**src/rtl/othello_board_engine_if.sv**
```systemverilog
// rtl/othello_board_engine_if.sv - command, status and read-port bundle between control FSM and board engine
interface othello_board_engine_if;
  logic       restart;
  logic       detect;
  logic       place_disk;
  logic       turn_side;
  logic [2:0] cur_x;
  logic [2:0] cur_y;
  logic [2:0] rd_x;
  logic [2:0] rd_y;
  logic [1:0] rd_cell;
  logic       player;
  logic       busy;
  logic       done;
  logic       confirm;
  logic       win;
  logic [6:0] black_count;
  logic [6:0] white_count;

  modport master (
    output restart, detect, place_disk, turn_side, cur_x, cur_y, rd_x, rd_y,
    input  rd_cell, player, busy, done, confirm, win, black_count, white_count
  );

  modport slave (
    input  restart, detect, place_disk, turn_side, cur_x, cur_y, rd_x, rd_y,
    output rd_cell, player, busy, done, confirm, win, black_count, white_count
  );
endinterface

```
**src/rtl/othello_board_engine.sv**
```systemverilog
// rtl/othello_board_engine.sv - 8x8 Othello board datapath: legality scan, disk flip and disk count
module othello_board_engine #(
  parameter logic INIT_PLAYER = 1'b0
) (
  input  logic                  clock,
  input  logic                  reset_n,
  othello_board_engine_if.slave bus
);
  typedef enum logic [1:0] {IDLE, SCAN, FLIP, COUNT} state_t;

  state_t     state, state_next;
  logic [1:0] board [64];
  logic [2:0] px, py, dir;
  logic [3:0] cx, cy, k;
  logic       first;
  logic [2:0] ray_len [8];
  logic [7:0] ray_valid;
  logic [5:0] cnt_idx;
  logic [6:0] black_acc, white_acc, black_q, white_q;
  logic       player_q, confirm_q, win_q, done_q;

  function automatic logic [1:0] init_cell(input logic [5:0] i);
    case (i)
      6'd27, 6'd36: init_cell = 2'b10;
      6'd28, 6'd35: init_cell = 2'b01;
      default:      init_cell = 2'b00;
    endcase
  endfunction

  // Directions indexed N, NE, E, SE, S, SW, W, NW as 4-bit two's complement steps.
  function automatic logic [3:0] dir_dx(input logic [2:0] d);
    case (d)
      3'd1, 3'd2, 3'd3: dir_dx = 4'b0001;
      3'd5, 3'd6, 3'd7: dir_dx = 4'b1111;
      default:          dir_dx = 4'b0000;
    endcase
  endfunction

  function automatic logic [3:0] dir_dy(input logic [2:0] d);
    case (d)
      3'd7, 3'd0, 3'd1: dir_dy = 4'b1111;
      3'd3, 3'd4, 3'd5: dir_dy = 4'b0001;
      default:          dir_dy = 4'b0000;
    endcase
  endfunction

  logic [1:0] own, opp, look, cnt_cell;
  logic [5:0] look_idx;
  logic       off_board, ray_done, ray_hit, scan_end, seg_done, flip_end, count_end;
  logic [7:0] mask_after;
  logic [2:0] next_dir, start_dir;
  logic [3:0] start_cx, start_cy;
  logic [6:0] black_sum, white_sum;

  always_comb begin
    own       = player_q ? 2'b10 : 2'b01;
    opp       = player_q ? 2'b01 : 2'b10;
    look_idx  = first ? {py, px} : {cy[2:0], cx[2:0]};
    look      = board[look_idx];
    // A sign bit set covers both -1 and +8 since a ray stops at its first off-board cell.
    off_board = cx[3] | cy[3];
    ray_done  = off_board || (look != opp);
    ray_hit   = !off_board && (look == own) && (k >= 4'd2);
    scan_end  = first ? (look != 2'b00) : (ray_done && (dir == 3'd7));
    seg_done  = first || (k == {1'b0, ray_len[dir]});
    mask_after = ray_valid;
    if (!first && seg_done) mask_after[dir] = 1'b0;
    flip_end  = seg_done && (mask_after == 8'd0);
    next_dir  = 3'd0;
    for (int i = 7; i >= 0; i--) begin
      if (mask_after[i]) next_dir = 3'(i);
    end
    start_dir = (state == FLIP) ? next_dir : (first ? 3'd0 : dir + 3'd1);
    start_cx  = {1'b0, px} + dir_dx(start_dir);
    start_cy  = {1'b0, py} + dir_dy(start_dir);
    cnt_cell  = board[cnt_idx];
    black_sum = black_acc + {6'd0, cnt_cell == 2'b01};
    white_sum = white_acc + {6'd0, cnt_cell == 2'b10};
    count_end = (cnt_idx == 6'd63);
  end

  always_ff @(posedge clock or negedge reset_n) begin
    if (!reset_n) state <= IDLE;
    else          state <= state_next;
  end

  always_comb begin
    state_next = state;
    case (state)
      IDLE: begin
        if (bus.place_disk && confirm_q) state_next = FLIP;
        else if (bus.detect)             state_next = SCAN;
      end
      SCAN:    if (scan_end)  state_next = IDLE;
      FLIP:    if (flip_end)  state_next = COUNT;
      COUNT:   if (count_end) state_next = IDLE;
      default: state_next = IDLE;
    endcase
    if (bus.restart) state_next = IDLE;
  end

  always_ff @(posedge clock or negedge reset_n) begin
    if (!reset_n) begin
      for (int i = 0; i < 64; i++) board[i] <= init_cell(6'(i));
      for (int i = 0; i < 8; i++) ray_len[i] <= 3'd0;
      {px, py, dir, cx, cy, k, first, ray_valid, cnt_idx} <= '0;
      {black_acc, white_acc} <= '0;
      black_q <= 7'd2;  white_q <= 7'd2;
      player_q <= INIT_PLAYER;
      {confirm_q, win_q, done_q} <= 3'b000;
    end else if (bus.restart) begin
      for (int i = 0; i < 64; i++) board[i] <= init_cell(6'(i));
      black_q <= 7'd2;  white_q <= 7'd2;
      player_q <= INIT_PLAYER;
      {confirm_q, win_q, done_q} <= 3'b000;
    end else begin
      done_q <= 1'b0;
      case (state)
        IDLE: begin
          first <= 1'b1;
          if (bus.place_disk && confirm_q) begin
            confirm_q <= 1'b0;
          end else if (bus.detect) begin
            px <= bus.cur_x;  py <= bus.cur_y;
            ray_valid <= 8'd0;
            for (int i = 0; i < 8; i++) ray_len[i] <= 3'd0;
            confirm_q <= 1'b0;
          end else if (bus.turn_side) begin
            player_q  <= ~player_q;
            confirm_q <= 1'b0;
          end
        end
        SCAN: begin
          first <= 1'b0;
          if (ray_hit && !first) begin
            ray_len[dir]   <= k[2:0] - 3'd1;
            ray_valid[dir] <= 1'b1;
          end
          if (scan_end) begin
            done_q    <= 1'b1;
            confirm_q <= !first && ((|ray_valid) || ray_hit);
          end else if (first || ray_done) begin
            dir <= start_dir;  k <= 4'd1;  cx <= start_cx;  cy <= start_cy;
          end else begin
            k <= k + 4'd1;  cx <= cx + dir_dx(dir);  cy <= cy + dir_dy(dir);
          end
        end
        FLIP: begin
          first <= 1'b0;
          board[look_idx] <= own;
          if (seg_done) begin
            ray_valid <= mask_after;
            dir <= start_dir;  k <= 4'd1;  cx <= start_cx;  cy <= start_cy;
            cnt_idx <= 6'd0;  black_acc <= 7'd0;  white_acc <= 7'd0;
          end else begin
            k <= k + 4'd1;  cx <= cx + dir_dx(dir);  cy <= cy + dir_dy(dir);
          end
        end
        COUNT: begin
          cnt_idx   <= cnt_idx + 6'd1;
          black_acc <= black_sum;
          white_acc <= white_sum;
          if (count_end) begin
            black_q <= black_sum;
            white_q <= white_sum;
            win_q   <= win_q || (black_sum + white_sum == 7'd64) ||
                       (black_sum == 7'd0) || (white_sum == 7'd0);
            done_q  <= 1'b1;
          end
        end
        default: ;
      endcase
    end
  end

  assign bus.rd_cell     = board[{bus.rd_y, bus.rd_x}];
  assign bus.player      = player_q;
  assign bus.busy        = (state != IDLE);
  assign bus.done        = done_q;
  assign bus.confirm     = confirm_q;
  assign bus.win         = win_q;
  assign bus.black_count = black_q;
  assign bus.white_count = white_q;
endmodule
```
**src/flat_wrapper.sv**
```systemverilog
// flat-port wrapper written by rule: the top's interface ports become plain ports
module othello_board_engine_flat 
#(
  parameter logic INIT_PLAYER = 1'b0
)
  (clock, reset_n, bus_restart, bus_detect, bus_place_disk, bus_turn_side, bus_cur_x, bus_cur_y, bus_rd_x, bus_rd_y, bus_rd_cell, bus_player, bus_busy, bus_done, bus_confirm, bus_win, bus_black_count, bus_white_count);
  othello_board_engine_if bus_i ();
  input  logic clock;
  input  logic reset_n;
  input wire logic [$bits(bus_i.restart)-1:0] bus_restart;
  input wire logic [$bits(bus_i.detect)-1:0] bus_detect;
  input wire logic [$bits(bus_i.place_disk)-1:0] bus_place_disk;
  input wire logic [$bits(bus_i.turn_side)-1:0] bus_turn_side;
  input wire logic [$bits(bus_i.cur_x)-1:0] bus_cur_x;
  input wire logic [$bits(bus_i.cur_y)-1:0] bus_cur_y;
  input wire logic [$bits(bus_i.rd_x)-1:0] bus_rd_x;
  input wire logic [$bits(bus_i.rd_y)-1:0] bus_rd_y;
  output wire logic [$bits(bus_i.rd_cell)-1:0] bus_rd_cell;
  output wire logic [$bits(bus_i.player)-1:0] bus_player;
  output wire logic [$bits(bus_i.busy)-1:0] bus_busy;
  output wire logic [$bits(bus_i.done)-1:0] bus_done;
  output wire logic [$bits(bus_i.confirm)-1:0] bus_confirm;
  output wire logic [$bits(bus_i.win)-1:0] bus_win;
  output wire logic [$bits(bus_i.black_count)-1:0] bus_black_count;
  output wire logic [$bits(bus_i.white_count)-1:0] bus_white_count;
  assign bus_i.restart = bus_restart;
  assign bus_i.detect = bus_detect;
  assign bus_i.place_disk = bus_place_disk;
  assign bus_i.turn_side = bus_turn_side;
  assign bus_i.cur_x = bus_cur_x;
  assign bus_i.cur_y = bus_cur_y;
  assign bus_i.rd_x = bus_rd_x;
  assign bus_i.rd_y = bus_rd_y;
  assign bus_rd_cell = bus_i.rd_cell;
  assign bus_player = bus_i.player;
  assign bus_busy = bus_i.busy;
  assign bus_done = bus_i.done;
  assign bus_confirm = bus_i.confirm;
  assign bus_win = bus_i.win;
  assign bus_black_count = bus_i.black_count;
  assign bus_white_count = bus_i.white_count;
  othello_board_engine #(.INIT_PLAYER(INIT_PLAYER)) u_core (.clock(clock), .reset_n(reset_n), .bus(bus_i));
endmodule
```
**config.mk**
```make
export PLATFORM = sky130hd
export DESIGN_NAME = othello_board_engine_flat
export DESIGN_NICKNAME = d
export VERILOG_FILES = /design/src/rtl/othello_board_engine_if.sv /design/src/rtl/othello_board_engine.sv /design/src/flat_wrapper.sv
export SDC_FILE = /design/constraint.sdc
export NUM_CORES = 1
export LEC_CHECK = 0
export BUFFER_PORTS_ARGS = -buffer_cell sky130_fd_sc_hd__buf_2
export CORE_MARGIN = 5
export CORE_UTILIZATION = 50
export DETAILED_ROUTE_END_ITERATION = 16
export PLACE_DENSITY = 0.75
export SYNTH_ARGS = -nofsm -noshare
export SYNTH_HDL_FRONTEND = slang
export SYNTH_SLANG_ARGS = --single-unit
```
**constraint.sdc**
```tcl
create_clock -name clock -period 5.05 [get_ports clock]
set_input_delay 0.2525 -clock clock [delete_from_list [all_inputs] [get_ports clock]]
set_output_delay 0.2525 -clock clock [all_outputs]
set_load 0.01 [all_outputs]
```
==> impl_results.md <==
- Outcome: completed
- Post-Syn Instances: 1661
- Filler cells: 2636
- Slew Viols, Final: 0
- Post-route cell area: between 15000 and 20000 sq um
- Initial antenna violation count: 0
- Final net count: 1723
- MaxCap Viol Count: 0
- Final min period: 4.78 ns
- Crit share post-route: 0.947
- Share of cells above drive strength 1: 0.169
- Syn Area/Cell: approximately 9.3 sq um
- Comb power frac: 0.455
- Peak Freq: 209 MHz
- Die Wd: about 190 um
- Core area: between 30000 and 40000 sq um
- Mapped Area: 15400 sq um
- Hold Slack: about 0.06 ns
- Global-route wire length before repair: 76700 um
- H-Tree Level Count: 1
- Yosys reg bits: roughly 220
- IO Pins: 39
- Sum Neg Setup Slack: 0 ns
- FF-to-FF End: u_core.bus.win
- WL final: 47900 um
- Chip height: 185 um
- Die Area: 34400 sq um
- Top-count cell post-synth: dfrtp_1
- Ys flop type: dfrtp_1
- Yosys top cell area share: 0.351
- Sw Share: 0.436
- Estimated wirelength of the detail-placed design: 33100 um
- Worst EP required: 5.53 ns
- Clk_lat worst skew: 0.56 ns
- DP Area: 16000 sq um
- Sequential share of the synthesized area: 0.362
- Number of synthesis warnings: 0
- Net Sw Power: around 3.4 mW
- Avg WL per Cell: 23.1 um
- Critical path endpoint: u_core.bus.win
- Inserted Clock Buffers: 27
- CTS tree: yes
- Count of cell types in the netlist: 86
- Clock share of power: 0.261
- Reg-to-Reg Start: u_core.cnt_idx[0]
- GRT Util Overall: 0.280
- Root Driver: clkbuf_16
- Flop pwr share: 0.284
- Unrepaired setup endpoints after global routing: no
- Maximum clock path buffer count: 3
- Cell row count: 64
- Worst reg2reg path depth: 18
- CP startpoint kind: flop
- PD cells: 456 nW/um^2
- Critical path startpoint: u_core.cnt_idx[0]
- Routability Congestion: approximately 1.0
- Clk_skew: 0.0123 ns
- Synth area leaders: dfrtp_1, mux4_2, nor2_1
- Largest net degree at the start of global routing: 116
- Crit path top cell by count: mux4_2
- Async S/R FF share, synth: 1.00
- Final Hold Viols: 0
- Residual DRC count: 0
- Detailed-route via count: roughly 14000
- CTS clk-pin slew, worst paths: approximately 0.06 ns
- Drt first pass iters: 6
- Setup WS pre-CTS: about 0.33 ns
- Slowest-stage cell, CP: mux4_2
- Grt ovf: 0
- Post-route ant nets: 0
- Final setup fails: 0
- Most instantiated cells after synthesis: dfrtp_1, nor2_1, nand2_1, a21oi_1, o21ai_0
- Slowest Stage Delay on Critical Path: 0.55 ns
- HP Class: input pin to flop
- Initial core utilization: 0.504
- Max_slew headroom: 0.180
- Iter 0 DRT Violations: approximately 1700
- CP max FO: 9
- Number of synthesized flops with an enable pin: 0
- Critical Path AT: 5.26 ns
- Worst setup margin: ~0.27 ns
- Vias/cell: 6.69
- Cell taking the most area after synthesis: dfrtp_1
- Leak Pwr: 6.96 nW
- Minimum setup slack among reg-to-reg paths: 0.27 ns
- Worst Setup End Kind: flop
- Post-Syn Nets: approximately 1700
- Crit path kind: flop to flop
- Vias in the first global route: ~13000
- Internal Power: 4.38 mW
- Peak supply drop: about 0.38 mV
- Worst-margin pin slew: 1.22 ns
- CP Cell Sequence: buf_12 > mux4_2 > mux4_2 > mux4_2 > nor2b_1 > ha_1 > ha_1 > inv_1 > fa_1 > inv_1 > a21oi_1 > o21bai_1 > xor2_1 > nor4b_1 > nand4_1 > nand3_1 > a21oi_1 > nor2_1
- Port Buffer Count: 38
- Diodes inserted: 0
- Clock sinks: 222
- Area Growth Syn to Fin: 10.8%
[through the flow]
stage               power [mW]  cells  utilization
floorplan                 4.56   1661            -
global placement          5.56   2020        0.525
detailed placement        5.64   2020        0.525
CTS                       7.69   2076        0.558
global route              8.14   2078        0.559
finish                    7.77   2078        0.559
[layout make-up]
type	instances	area, sq um	share of cell area
repair buffers	104	796	0.0467
well taps	396	495	0.0291
flip-flops and latches	222	5570	0.327
inverters	43	161	0.00947
clock inverters	12	156	0.00917
multi-input cells	1264	9110	0.534
clock buffers	37	763	0.0448
[state kept, by name, indices dropped and copies added (netlist names)]
name	count
u_core.cnt_idx	6
u_core.bus.black_count	7
u_core.bus.white_count	7
u_core.k	4
u_core.ray_valid	8
u_core.cy	4
u_core.bus.done	1
u_core.bus.player	1
u_core.black_acc	7
u_core.bus.win	1
u_core.ray_len	24
u_core.py	3
u_core.dir	3
u_core.white_acc	7
u_core.state	2
u_core.px	3
u_core.first	1
u_core.board	128
u_core.cx	4
u_core.bus.confirm	1
[routing by layer]
metal | vias up | track usage | share of wire
met5 | - | 0 | 0
met4 | 0 | 0.105 | 0.048
met3 | 171 | 0.0615 | 0.099
met2 | 767 | 0.441 | 0.46
met1 | 6826 | 0.381 | 0.40
li1 | 6139 | - | -
[worst min path at each step]
stage | startpoint | to | cells past startpoint
finish | bus_place_disk | u_core.state[1] | 3
global route | bus_place_disk | u_core.state[1] | 3
CTS | bus_place_disk | u_core.state[1] | 3
detailed placement | reset_n | u_core.ray_len[10] | 1
global placement | reset_n | u_core.ray_len[10] | 1
floorplan | reset_n | u_core.black_acc[0] | 0
[worst max-delay path, delay by kind of cell (launching register included)]
| kind | cells | cell delay [ns] |
|---|---|---|
| compound gates | 3 | 0.32 |
| xor+xnor | 1 | 0.10 |
| fa+ha+maj | 3 | 1.00 |
| buf+inv | 3 | 0.35 |
| flops | 1 | 0.52 |
| mux | 3 | 1.60 |
| simple gates | 5 | 0.82 |
[placed cells by master, fill, tap and decap left out, types with 12 or more instances in the layout]
cell type and instances:
nor2_1 215, dfrtp_1 212, nand2_1 156, a21oi_1 139
o21ai_0 133, mux4_2 87, nand3_1 68, mux2i_1 54
buf_4 54, inv_1 41, ha_1 38, buf_2 36
clkbuf_16 28, a31oi_1 20, mux2_2 18, nand4_1 17
xor2_1 15, xnor2_1 14, nor3_1 13, o31ai_1 12
a221oi_1 12, o21ai_1 12
[power groups by stage]
| stage | combinational [mW] | clock (mW) | sequential (mW) |
|---|---|---|---|
| finish | 3.54 | 2.03 | 2.21 |
| global route | 3.78 | 2.15 | 2.22 |
| CTS | 3.44 | 2.06 | 2.19 |
| detailed placement | 3.42 | 0 | 2.22 |
| global placement | 3.35 | 0 | 2.21 |
| floorplan | 2.56 | 0 | 2.00 |
[logic make-up (layout without fill, tap and decap cells)]
family,Yosys count,in the layout,share of synthesized area
AO/OA/AOI/OAI,457,457,0.184
XOR/XNOR,29,29,0.0165
flip-flops,222,222,0.362
multiplexers,163,163,0.179
adder cells (fa/ha/maj),43,43,0.0374
buffers and inverters,175,196,0.0471
AND/OR/NAND/NOR,572,572,0.174
[what timing repair did]
action | 4_1_cts | 5_1_grt
hold buffers | 7 | 0
endpoints found under the hold margin | 117 | 0
resized for setup | 0 | 1
setup endpoints to repair | 0 | 7
buffers inserted | 0 | 1
Note: power is estimated with default switching activity, not from simulation.
